===== src/rtl/add_seq_arb_pkg.sv =====
// Shared constants for the sequential multi-precision adder arbiter.
// Slice width, FSM state codes, port-id width, index-width helper.
package add_seq_pkg;

  localparam int SLICE_W = 16;
  localparam int ID_W    = 1;

  localparam logic [1:0] ST_IDLE = 2'd0;
  localparam logic [1:0] ST_ADD  = 2'd1;
  localparam logic [1:0] ST_DONE = 2'd2;

  // Slice index width: clog2(words), never below one bit.
  function automatic int idx_w(input int words);
    return (words > 1) ? $clog2(words) : 1;
  endfunction

endpackage


===== src/rtl/add_seq_arb_sbit.sv =====
// Shared 16-bit ripple-carry adder slice.
// Ports: a, b, cin in; sum, cout out.
module sbit (
  input  logic [15:0] a,
  input  logic [15:0] b,
  input  logic        cin,
  output logic [15:0] sum,
  output logic        cout
);

  logic c;

  always_comb begin
    c   = cin;
    sum = '0;
    for (int i = 0; i < 16; i++) begin
      sum[i] = a[i] ^ b[i] ^ c;
      c      = (a[i] & b[i]) | (c & (a[i] ^ b[i]));
    end
    cout = c;
  end

endmodule


===== src/rtl/add_seq_arb.sv =====
// Two-port round-robin front end feeding one sbit, LSB slice first.
// Ports: clk, rst, req0/req1 {valid, ready, a, b, cin}, rsp {valid, id, sum, cout}, busy.
module add_seq_arb
  import add_seq_pkg::*;
#(
  parameter int WORDS = 4
) (
  input  logic                     clk,
  input  logic                     rst,
  input  logic                     req0_valid,
  output logic                     req0_ready,
  input  logic [SLICE_W*WORDS-1:0] req0_a,
  input  logic [SLICE_W*WORDS-1:0] req0_b,
  input  logic                     req0_cin,
  input  logic                     req1_valid,
  output logic                     req1_ready,
  input  logic [SLICE_W*WORDS-1:0] req1_a,
  input  logic [SLICE_W*WORDS-1:0] req1_b,
  input  logic                     req1_cin,
  output logic                     rsp_valid,
  output logic [ID_W-1:0]          rsp_id,
  output logic [SLICE_W*WORDS-1:0] rsp_sum,
  output logic                     rsp_cout,
  output logic                     busy
);

  localparam int W  = SLICE_W * WORDS;
  localparam int IW = idx_w(WORDS);
  localparam logic [IW-1:0] LAST = IW'(WORDS - 1);

  typedef enum logic [1:0] {
    IDLE = ST_IDLE,
    ADD  = ST_ADD,
    DONE = ST_DONE
  } state_t;

  state_t state;

  logic [W-1:0]    a_reg;
  logic [W-1:0]    b_reg;
  logic [W-1:0]    sum_reg;
  logic [W-1:0]    sum_next;
  logic [IW-1:0]   idx;
  logic            carry;
  logic [ID_W-1:0] id_reg;
  logic            last_grant;
  logic            gnt;
  logic            accept;
  logic [31:0]     base;

  logic [SLICE_W-1:0] sa;
  logic [SLICE_W-1:0] sb;
  logic [SLICE_W-1:0] ss;
  logic               sc;

  // Contention flips against the last winner; a lone requester wins.
  always_comb begin
    gnt = 1'b0;
    unique case (1'b1)
      req0_valid && req1_valid:  gnt = ~last_grant;
      req1_valid && !req0_valid: gnt = 1'b1;
      default:                   gnt = 1'b0;
    endcase
  end

  assign req0_ready = (state == IDLE) && req0_valid && !gnt;
  assign req1_ready = (state == IDLE) && req1_valid && gnt;
  assign accept     = req0_ready || req1_ready;

  always_comb begin
    base     = 32'(idx) * 32'(SLICE_W);
    sa       = a_reg[base +: SLICE_W];
    sb       = b_reg[base +: SLICE_W];
    sum_next = sum_reg;
    sum_next[base +: SLICE_W] = ss;
  end

  sbit u_sbit (
    .a    (sa),
    .b    (sb),
    .cin  (carry),
    .sum  (ss),
    .cout (sc)
  );

  always_ff @(posedge clk) begin
    if (rst) begin
      state      <= IDLE;
      a_reg      <= '0;
      b_reg      <= '0;
      sum_reg    <= '0;
      idx        <= '0;
      carry      <= 1'b0;
      id_reg     <= '0;
      last_grant <= 1'b1;
      rsp_valid  <= 1'b0;
      rsp_id     <= '0;
      rsp_sum    <= '0;
      rsp_cout   <= 1'b0;
      busy       <= 1'b0;
    end else begin
      unique case (state)
        IDLE: begin
          rsp_valid <= 1'b0;
          if (accept) begin
            a_reg      <= gnt ? req1_a : req0_a;
            b_reg      <= gnt ? req1_b : req0_b;
            carry      <= gnt ? req1_cin : req0_cin;
            id_reg     <= gnt;
            last_grant <= gnt;
            sum_reg    <= '0;
            idx        <= '0;
            busy       <= 1'b1;
            state      <= ADD;
          end
        end
        ADD: begin
          sum_reg <= sum_next;
          carry   <= sc;
          if (idx == LAST) begin
            // Reset idx rather than wrap so it never points past the top slice.
            idx       <= '0;
            rsp_valid <= 1'b1;
            rsp_id    <= id_reg;
            rsp_sum   <= sum_next;
            rsp_cout  <= sc;
            state     <= DONE;
          end else begin
            idx <= idx + 1'b1;
          end
        end
        DONE: begin
          rsp_valid <= 1'b0;
          busy      <= 1'b0;
          state     <= IDLE;
        end
        default: begin
          rsp_valid <= 1'b0;
          busy      <= 1'b0;
          state     <= IDLE;
        end
      endcase
    end
  end

endmodule


===== config.mk =====
export PLATFORM = sky130hd
export DESIGN_NAME = add_seq_arb
export DESIGN_NICKNAME = d
export VERILOG_FILES = /design/src/rtl/add_seq_arb_pkg.sv /design/src/rtl/add_seq_arb_sbit.sv /design/src/rtl/add_seq_arb.sv
export SDC_FILE = /design/constraint.sdc
export NUM_CORES = 1
export LEC_CHECK = 0
export CORE_MARGIN = 2
export CORE_UTILIZATION = 54
export CTS_BUF_LIST = sky130_fd_sc_hd__clkbuf_2
export CTS_CLUSTER_SIZE = 10
export DETAILED_ROUTE_END_ITERATION = 7
export PLACE_DENSITY = 0.86
export SLEW_MARGIN = 40
export SYNTH_ARGS = -nofsm -noshare
export SYNTH_HDL_FRONTEND = slang
export SYNTH_SLANG_ARGS = --single-unit

===== constraint.sdc =====
create_clock -name clk -period 20.4 [get_ports clk]
set_input_delay 4.08 -clock clk [delete_from_list [all_inputs] [get_ports clk]]
set_output_delay 4.08 -clock clk [all_outputs]
set_load 0.1 [all_outputs]

## After elaboration in Yosys (flattened, before gate mapping)

Index checks and enable logic that the tools add are counted.

- Add/sub/neg operators: 2
- Equal/unequal tests: 4
- Shifts and indexed selects: 4
- Mux-type cells: 17
- Bitwise logic cells: 82
- Reductions and logical operators: 17

Operator list:

| cell | count |
|---|---|
| $mux W64 | 3 |
| $pmux W64 S2 | 1 |
| $shiftx A64 B7 Y16 | 2 |
| $bwmux W64 | 1 |
| $shift A16 B34 Y64 const A | 1 |
| $shiftx A16 B34 Y64 | 1 |
| $neg A6 Y34 | 1 |
| $and A1 B1 Y1 | 32 |
| $xor A1 B1 Y1 | 32 |
| $or A1 B1 Y1 | 16 |
| $reduce_and A2 Y1 | 5 |
| $mux W2 | 4 |
| $pmux W2 S2 | 2 |
| $logic_and A1 B1 Y1 | 6 |
| $pmux W1 S2 | 3 |
| $ne A2 B2 Y1 const B | 2 |
| $mux W1 | 3 |
| $add A2 B1 Y2 const B | 1 |
| $eq A2 B1 Y1 const B | 1 |
| $eq A2 B2 Y1 const B | 1 |
| $logic_not A1 Y1 | 2 |
| $logic_not A2 Y1 | 1 |
| $not A1 Y1 | 2 |
| $reduce_bool A2 Y1 | 1 |
| other kinds (2) | 2 |

- Flip-flop bits (word level): 267
- Input bits: 262
- Output and inout bits: 70
- Logic and storage cells: 139

## Depth between registers and ports, before layout

Gate-level depths: netlist (run 1).

- Word-level depth: 36
- Gate-level depth with buffers: 26
- Mapped depth without buffers: 24

## Hierarchy

A second synthesis (run 1) with hierarchy kept.

- Cells, all modules: 1334
- Area, all modules: 11954.0 um2

Modules (own cells, without submodules):

| module | instances | cells each | area each (um2) | seq. area each (um2) |
|---|---|---|---|---|
| add_seq_arb | 1 | 1308 | 11596.1 | 5345.1 |
| sbit | 1 | 26 | 357.8 | 0.0 |

## Least setup slack after synthesis (run 1)

Ideal clock, no wire load.

- Path type: in2out
- Start: in req1_valid
- End: out req1_ready
- Arrival: 6.528 ns
- Required time: 16.320 ns
- Path slack: 9.792 ns
- Stages on the path: 3
- Buffers on the path: 1
- Cells stage by stage: a21bo_2 clkbuf_1 nor3_1

- Longest elaborated chain between the ends: 3
- Elaborated cells on any way between the ends: 5
- Classes of those cells: mux (1); reduce/logical (4)

RTL lines:

| item | line | source |
|---|---|---|
| start, declared | add_seq_arb.sv:15 | `input logic req1_valid,` |
| $logic_and A1 B1 Y1, on equally long branches | add_seq_arb.sv:61, add_seq_arb.sv:60 |  |
| $pmux W1 S2 | add_seq_arb.sv:59 | `unique case (1'b1)` |
| $logic_and A1 B1 Y1 * | add_seq_arb.sv:67 | `assign req1_ready = (state == IDLE) && req1_valid && gnt;` |
| end, declared | add_seq_arb.sv:16 | `output logic req1_ready,` |

Mark *: on every way between the ends. The rest lies on a longest branch, timed or not.

## Worst setup path after layout (run 1)

- Start: in req0_valid
- End: out req0_ready

- Longest elaborated chain between the ends: 5
- Elaborated cells on any way between the ends: 7
- Classes of those cells: mux (1); reduce/logical (6)

RTL lines:

| item | line | source |
|---|---|---|
| start, declared | add_seq_arb.sv:10 | `input logic req0_valid,` |
| $logic_not A1 Y1 | add_seq_arb.sv:61 | `req1_valid && !req0_valid: gnt = 1'b1;` |
| $logic_and A1 B1 Y1 | add_seq_arb.sv:61 |  |
| $pmux W1 S2 | add_seq_arb.sv:59 |  |
| $logic_not A1 Y1 | add_seq_arb.sv:66 | `assign req0_ready = (state == IDLE) && req0_valid && !gnt;` |
| $logic_and A1 B1 Y1 * | add_seq_arb.sv:66 |  |
| end, declared | add_seq_arb.sv:11 | `output logic req0_ready,` |

Marked as above.

==> results.md, run 1 <==
- Max-cap viol count: 0
- P&R area growth vs syn: 27.8%
- Die Area: 24000 sq um
- Setup TNS: 0 ns
- Period utilisation layout: 0.490
- DRT Wirelength: 42000 microns
- Busiest grt layer: met2
- Mapped Area: 12300 sq um
- Clk network pwr share: 0.306
- Die width: 155 microns
- Post-route ant nets: 0
- Run status: finished, final reports clean
- Crit-path cells: clkdlybuf4s50_1 > or3b_2 > nor2_1 > buf_2
- Vias per cell: 6.31
- Post-synth top flop: dfxtp_1
- Slew margin rel.: 0.431
- Initial Util: 0.547
- GPL Wtd Cong: 0.930
- FF-to-FF Start: idx[0]
- Vias in the first global route: 11.8k
- Critical Path Slowest Stage Cell: clkdlybuf4s50_1
- Core area: 22500 sq um
- Standard-cell rows: 55
- Initial DRC count: 1392
- Sequential share of the synthesized area: 0.434
- Initial antenna violation count: 8
- Min cycle time layout: 9.99 ns
- Critical path depth: 4
- Worst reg-to-reg path cell count: 24
- I/O Buffers: 331
- Hold-fix buffers, CTS: 0
- Placed cell count: 1839
- Fraction of registers with async set/reset: 0
- Crit path max-delay family: buffers and inverters
- Synth Register Bits: 267
- Critical Path Sink Type: output pin
- Worst Min Path Start: rsp_id
- Drt first pass iters: 6
- First-pass GRT wire length: 63500 microns
- Sw power: 393 uW
- Largest net degree at the start of global routing: 118
- Pins over their slew limit: 0
- CP required: 16.32 ns
- Final std cells w/o fill: 1959
- Yosys warning count: 0
- Final Cell Area: 15700 sq um
- Clock latency on the worst-skew pair: 0.88 ns
- Post-CTS sizing: 0
- GRT Overall Usage: 0.338
- Max H-tree Level: 3
- Routed WL per cell: 21.5 microns
- Fill cells: 1725
- Vias: 12.4k
- Synth unique cells: 43
- Root Buffer: clkbuf_2
- Met1 usage: 0.410
- Slew @ Worst Pin: 0.853 ns
- Met2 Use GR: 0.543
- Crit path buf inv count: 2
- Hold crit path type: reg -> reg
- Setup violations, final: 0
- Total clock sinks: 267
- TritonCTS clock tree: done
- Share of layout cells above drive strength 1: 0.141
- Worst VDD drop: 36.6 uV
- Leakage: 6.19 nW
- Power per cell area: 77.2 nW/um^2
- Internal Pwr Total: 821 uW
- Detailed placer's ending HPWL: 29400 microns
- Global route overflow: 0
- DIE HEIGHT: 155 microns
- WHS Path Cells: 2
- Syn avg cell area: 9.07 sq um
- DRC: 0
- Crit-path max cell delay: 0.62 ns
- Post-CTS setup buffer count: 0
- F_max: 0.100 GHz
- Reg clk slew, reported paths: 0.09 ns
- Fin nets: 1910
- Fin Clk Skew: 0.122 ns
- CP Data Arrival Time: 5.91 ns
- Seq pwr share: 0.474
- Sw Share: 0.324
- Num ports: 332
- Post-synth EDFFs: 0
- Placed inst area: 15000 sq um
- M3 GR Usage: 0.0758
- Max clock buf depth: 3
- CTS buffer count: 68
- Post-Syn Nets: 1641
- Critical Path Fanout Max: 5
- Post-Synthesis Cells: 1357
- Unrepaired setup endpoints after global routing: false
- Crit Path Class: in -> out
- Combinational Power Share: 0.219
- Crit path launch type: primary input
- Fin. Hold Viols: 0
- Critical path startpoint: req0_valid
## cell usage after synthesis (2+ instances only)
cell | instances | share of area
dfxtp_1 | 267 | 0.43
nand2_1 | 264 | 0.081
a21oi_1 | 132 | 0.054
a311oi_1 | 128 | 0.091
nor2_1 | 83 | 0.025
buf_2 | 67 | 0.027
nor3_1 | 65 | 0.026
a221oi_1 | 64 | 0.046
clkbuf_1 | 57 | 0.017
inv_1 | 53 | 0.016
a22o_1 | 42 | 0.030
mux4_2 | 32 | 0.059
fa_1 | 16 | 0.026
o2bb2ai_1 | 14 | 0.010
buf_6 | 13 | 0.012
a32o_1 | 8 | 0.0065
buf_4 | 6 | 0.0037
ha_1 | 6 | 0.0061
a31oi_4 | 4 | 0.0069
buf_1 | 4 | 0.0012
nand2b_1 | 3 | 0.0015
nor4bb_1 | 3 | 0.0024
a221o_1 | 2 | 0.0016
and2_1 | 2 | 0.0010
nand3b_1 | 2 | 0.0012
o31ai_1 | 2 | 0.0012
or3_1 | 2 | 0.0010
## logic make-up (layout without fill, tap and decap cells)
kind of cell / Yosys count / in the layout / synth area share
AOI/OAI and AO/OA: 400 / 400 / 0.249
adders and majority gates: 22 / 22 / 0.0321
buffers and inverters: 200 / 508 / 0.0776
DFF: 267 / 267 / 0.434
muxes: 33 / 33 / 0.0594
other: 0 / 9 / 0
and+or+nand+nor: 435 / 435 / 0.147
## worst register-to-register path, stage by stage, from the launching register on
cell and delay (ns):
dfxtp_2 0.70, buf_4 0.51, mux4_2 0.31, inv_1 0.06
fa_1 0.40, fa_1 0.40, fa_1 0.41, fa_1 0.40
fa_1 0.42, fa_1 0.40, fa_1 0.39, fa_1 0.39
fa_1 0.39, fa_1 0.39, fa_1 0.41, fa_1 0.40
fa_1 0.38, inv_1 0.08, fa_1 0.18, inv_1 0.06
fa_1 0.35, inv_1 0.07, fa_1 0.57, a221oi_1 0.35
nor3_1 0.09
## stage by stage
stage               hold WS (ns)   util  worst slack [ns]  power, mW
floorplan                  0.432      -              9.79      0.735
global placement           0.444  0.683              9.77      0.840
detailed placement         0.446  0.668             10.47      0.846
CTS                        0.464  0.696             10.47       1.21
global route               0.487  0.699             10.40       1.26
finish                     0.465  0.699             10.41       1.21
## area by class of cell
class                      instances  area [sq um]  share of cell area
multi-input combinational        890          6070               0.386
timing repair buffer             346          3120               0.199
clock buffer                      89           445              0.0283
inverter                          53           199              0.0126
clock inverter                    20           165              0.0105
sequential                       267          5350               0.340
antenna                            9          22.5             0.00143
tap                              285           357              0.0227
## path summary, 6_finish.rpt
kind / to / slack, ns
min: rsp_id / 0.47
max reg2reg: rsp_sum[47] / 11.71
min reg2reg: rsp_id / 0.47
max: req0_ready / 10.41
## per-layer routing
layer  wire length, microns  vias to the layer above  share of wire
met2                  19700                      856           0.47
li1                       -                     5568              -
met5                      0                        -              0
met4                   2780                        0          0.066
met3                   4520                      149           0.11
met1                  15100                     5788           0.36
## layout by cell type (no fill, tap or decap), drive strengths merged, types with 2 or more instances in the layout
| cell | instances |
|---|---|
| o31ai | 2 |
| inv | 54 |
| clkbuf | 91 |
| a221o | 2 |
| clkinv | 15 |
| nor2 | 85 |
| clkdlybuf4s50 | 260 |
| a311oi | 128 |
| and2 | 3 |
| diode | 9 |
| nor3 | 65 |
| a31oi | 4 |
| a221oi | 64 |
| or3b | 2 |
| nand2 | 264 |
| dfxtp | 267 |
| a32o | 8 |
| or3 | 2 |
| a21oi | 132 |
| buf | 84 |
| fa | 16 |
| mux4 | 32 |
| nand3b | 2 |
| ha | 6 |
| nor4bb | 3 |
| o2bb2ai | 14 |
| nand2b | 3 |
| a22o | 42 |
| bufinv | 3 |
## power by group through the flow
| stage | Sequential, mW | Combinational, mW | Clock [mW] |
|---|---|---|---|
| 5_1_grt | 0.578 | 0.284 | 0.402 |
| 2_1_floorplan | 0.579 | 0.156 | 0 |
| 3_5_place_dp | 0.587 | 0.259 | 0 |
| 3_3_place_gp | 0.586 | 0.254 | 0 |
| 4_1_cts | 0.575 | 0.260 | 0.374 |
| 6_report | 0.576 | 0.266 | 0.372 |
Note: power is estimated with default switching activity, not from simulation.
==> run 2, diff against run 1 <==
Settings changed: CORE_UTILIZATION 54 to 50, PLACE_DENSITY 0.86 to 0.8.
Clock period 20.4 ns to 9.5 ns, I/O delays scaled along.
==> run 2 against run 1 <==
Effect of this change: core utilization shrank 4.6 points; clock power grew 110%; critical path depth is 19 higher; clock-buffer cell count grew 8; worst hold slack about the same; largest cell class unchanged.
==> results.md, run 2 (synthesized netlist as in run 1, its figures left out) <==
- Run status: finished, final reports clean (unchanged)
- Register Area: 5350 sq um (unchanged)
- Setup violations, final: 0 (unchanged)
- Largest net degree at the start of global routing: 130 (was 118)
- Hold crit path type: reg -> reg (unchanged)
- Slew @ Worst Pin: 0.808 ns (was 0.853 ns)
- Period utilisation layout: 0.847
- Post-route ant nets: 0 (unchanged)
- Multi-input gate area: 6060 sq um (was 6070 sq um)
- Min cycle time layout: 8.04 ns
- DRT Wirelength: 43700 microns (was 42000 microns)
- Routed WL per cell: 21.8 microns (was 21.5 microns)
- Fill cells: 2105 (was 1725)
- Vias: 12.3k (was 12.4k)
- Commonest non-fill, non-tap cell in the layout: dfxtp_1 (unchanged)
- F_max: 0.124 GHz
- Critical Path Fanout Max: 18 (was 5)
- Core area: 24200 sq um (was 22500 sq um)
- Initial DRC count: 1294 (was 1392)
- TritonCTS clock tree: done (unchanged)
- Leakage: 6.24 nW (was 6.19 nW)
- Post-CTS sizing: 0 (unchanged)
- Share of layout cells above drive strength 1: 0.145 (was 0.141)
- Fin nets: 1917 (was 1910)
- Crit path launch type: register (was primary input)
- GPL Wtd Cong: 0.935 (was 0.930)
- Initial antenna violation count: 5 (was 8)
- Detailed placer's ending HPWL: 31100 microns (was 29400 microns)
- Pins over their slew limit: 0 (unchanged)
- Num ports: 332 (unchanged)
- P&R area growth vs syn: 28.6% (was 27.8%)
- Placed cell count: 1886 (was 1839)
- CP Data Arrival Time: 8.73 ns (was 5.91 ns)
- Standard-cell rows: 57 (was 55)
- I/O Buffers: 331 (unchanged)
- Slew margin rel.: 0.462 (was 0.431)
- Placed inst area: 15200 sq um (was 15000 sq um)
- Initial Util: 0.507 (was 0.547)
- Global route overflow: 0 (unchanged)
- Max clock buf depth: 3 (unchanged)
- Setup ws final: 1.46 ns (was 10.41 ns)
- First-pass GRT wire length: 66300 microns (was 63500 microns)
- Vias in the first global route: 11.8k (about the same)
- Die Area: 25900 sq um (was 24000 sq um)
- Drt first pass iters: 6 (unchanged)
- Total clock sinks: 267 (unchanged)
- CTS buffer count: 69 (was 68)
- CP required: 10.18 ns (was 16.32 ns)
- Critical Path Sink Type: register (was output pin)
- Max H-tree Level: 3 (unchanged)
- DRC: 0 (unchanged)
- DIE HEIGHT: 161 microns (was 155 microns)
- Fin. Hold Viols: 0 (unchanged)
- Power per cell area: 165 nW/um^2 (was 77.2 nW/um^2)
- Vias per cell: 6.11 (was 6.31)
- Reg clk slew, reported paths: 0.12 ns (was 0.09 ns)
- GRT Overall Usage: 0.327 (was 0.338)
- Fin Clk Skew: 0.0451 ns (was 0.122 ns)
- Most frequent cells in the layout: dfxtp_1 (265), nand2_1 (264), clkdlybuf4s50_1 (260) (unchanged)
- Crit Path Class: reg -> reg (was in -> out)
- Hold-fix buffers, CTS: 0 (unchanged)
- Die width: 161 microns (was 155 microns)
- Final Cell Area: 15800 sq um (was 15700 sq um)
- Register-to-Register Setup Slack: 1.46 ns (was 11.71 ns)
- Post-CTS setup buffer count: 0 (unchanged)
- Max-cap viol count: 0 (unchanged)
- Worst slack at placement: 1.52 ns (was 10.47 ns)
- Worst VDD drop: 97.1 uV (was 36.6 uV)
- Clock latency on the worst-skew pair: 0.83 ns (was 0.88 ns)
- Final std cells w/o fill: 2005 (was 1959)
- Unrepaired setup endpoints after global routing: false (unchanged)
- Setup TNS: 0 ns (unchanged)
- Root Buffer: clkbuf_2 (unchanged)
## run 2: cell count changes in the layout (fill, tap and decap cells not counted), sizes merged
cell	delta
inv	+1
clkinvlp	-1
diode	-5
clkbuf	+6
clkinv	-1
buf	+8
bufinv	-1
## run 2: through the flow
| step | util | power [mW] | hold slack [ns] |
|---|---|---|---|
| 2_1_floorplan | - | 1.58 | 0.432 |
| 3_3_place_gp | 0.637 | 1.81 | 0.446 |
| 3_5_place_dp | 0.627 | 1.83 | 0.450 |
| 4_1_cts | 0.652 | 2.60 | 0.452 |
| 5_1_grt | 0.652 | 2.71 | 0.454 |
| 6_report | 0.653 | 2.61 | 0.465 |
## run 2: path summary, 6_finish.rpt
check / start / end / depth (start not counted)
setup / recovery: idx[1] / rsp_sum[47] / 23
hold / removal: rsp_id / rsp_id / 2
setup reg to reg: idx[1] / rsp_sum[47] / 23
hold reg to reg: rsp_id / rsp_id / 2
## run 2: cell type report
type	count	area share
flip-flops and latches	267	0.338
well taps	324	0.0256
repair buffers	352	0.202
diodes	4	0.000633
clock inverters	18	0.00767
inverters	53	0.0126
multi-input cells	890	0.383
clock buffers	97	0.0307
## run 2: critical path, stage by stage (launching register included)
cell and delay (ns):
dfxtp_2 0.63, mux4_2 0.28, inv_1 0.05, fa_1 0.40
fa_1 0.39, fa_1 0.39, fa_1 0.41, fa_1 0.41
fa_1 0.40, fa_1 0.39, fa_1 0.41, fa_1 0.41
fa_1 0.41, fa_1 0.42, fa_1 0.40, fa_1 0.38
inv_1 0.08, fa_1 0.15, inv_1 0.05, fa_1 0.36
inv_1 0.08, fa_1 0.52, a221oi_1 0.37, nor3_1 0.09
## run 2: layer usage
| metal | vias up | GRT usage | routed length (microns) |
|---|---|---|---|
| met1 | 5816 | 0.409 | 17000 |
| met3 | 129 | 0.0671 | 3550 |
| li1 | 5585 | - | - |
| met2 | 726 | 0.539 | 20900 |
| met4 | 4 | 0.165 | 2220 |
| met5 | - | 0 | 30 |
## run 2: power breakdown
group | internal [mW] | total [mW] | switching [mW]
Combinational | 0.246 | 0.584 | 0.338
Sequential | 1.19 | 1.24 | 0.0499
Clock | 0.326 | 0.789 | 0.463
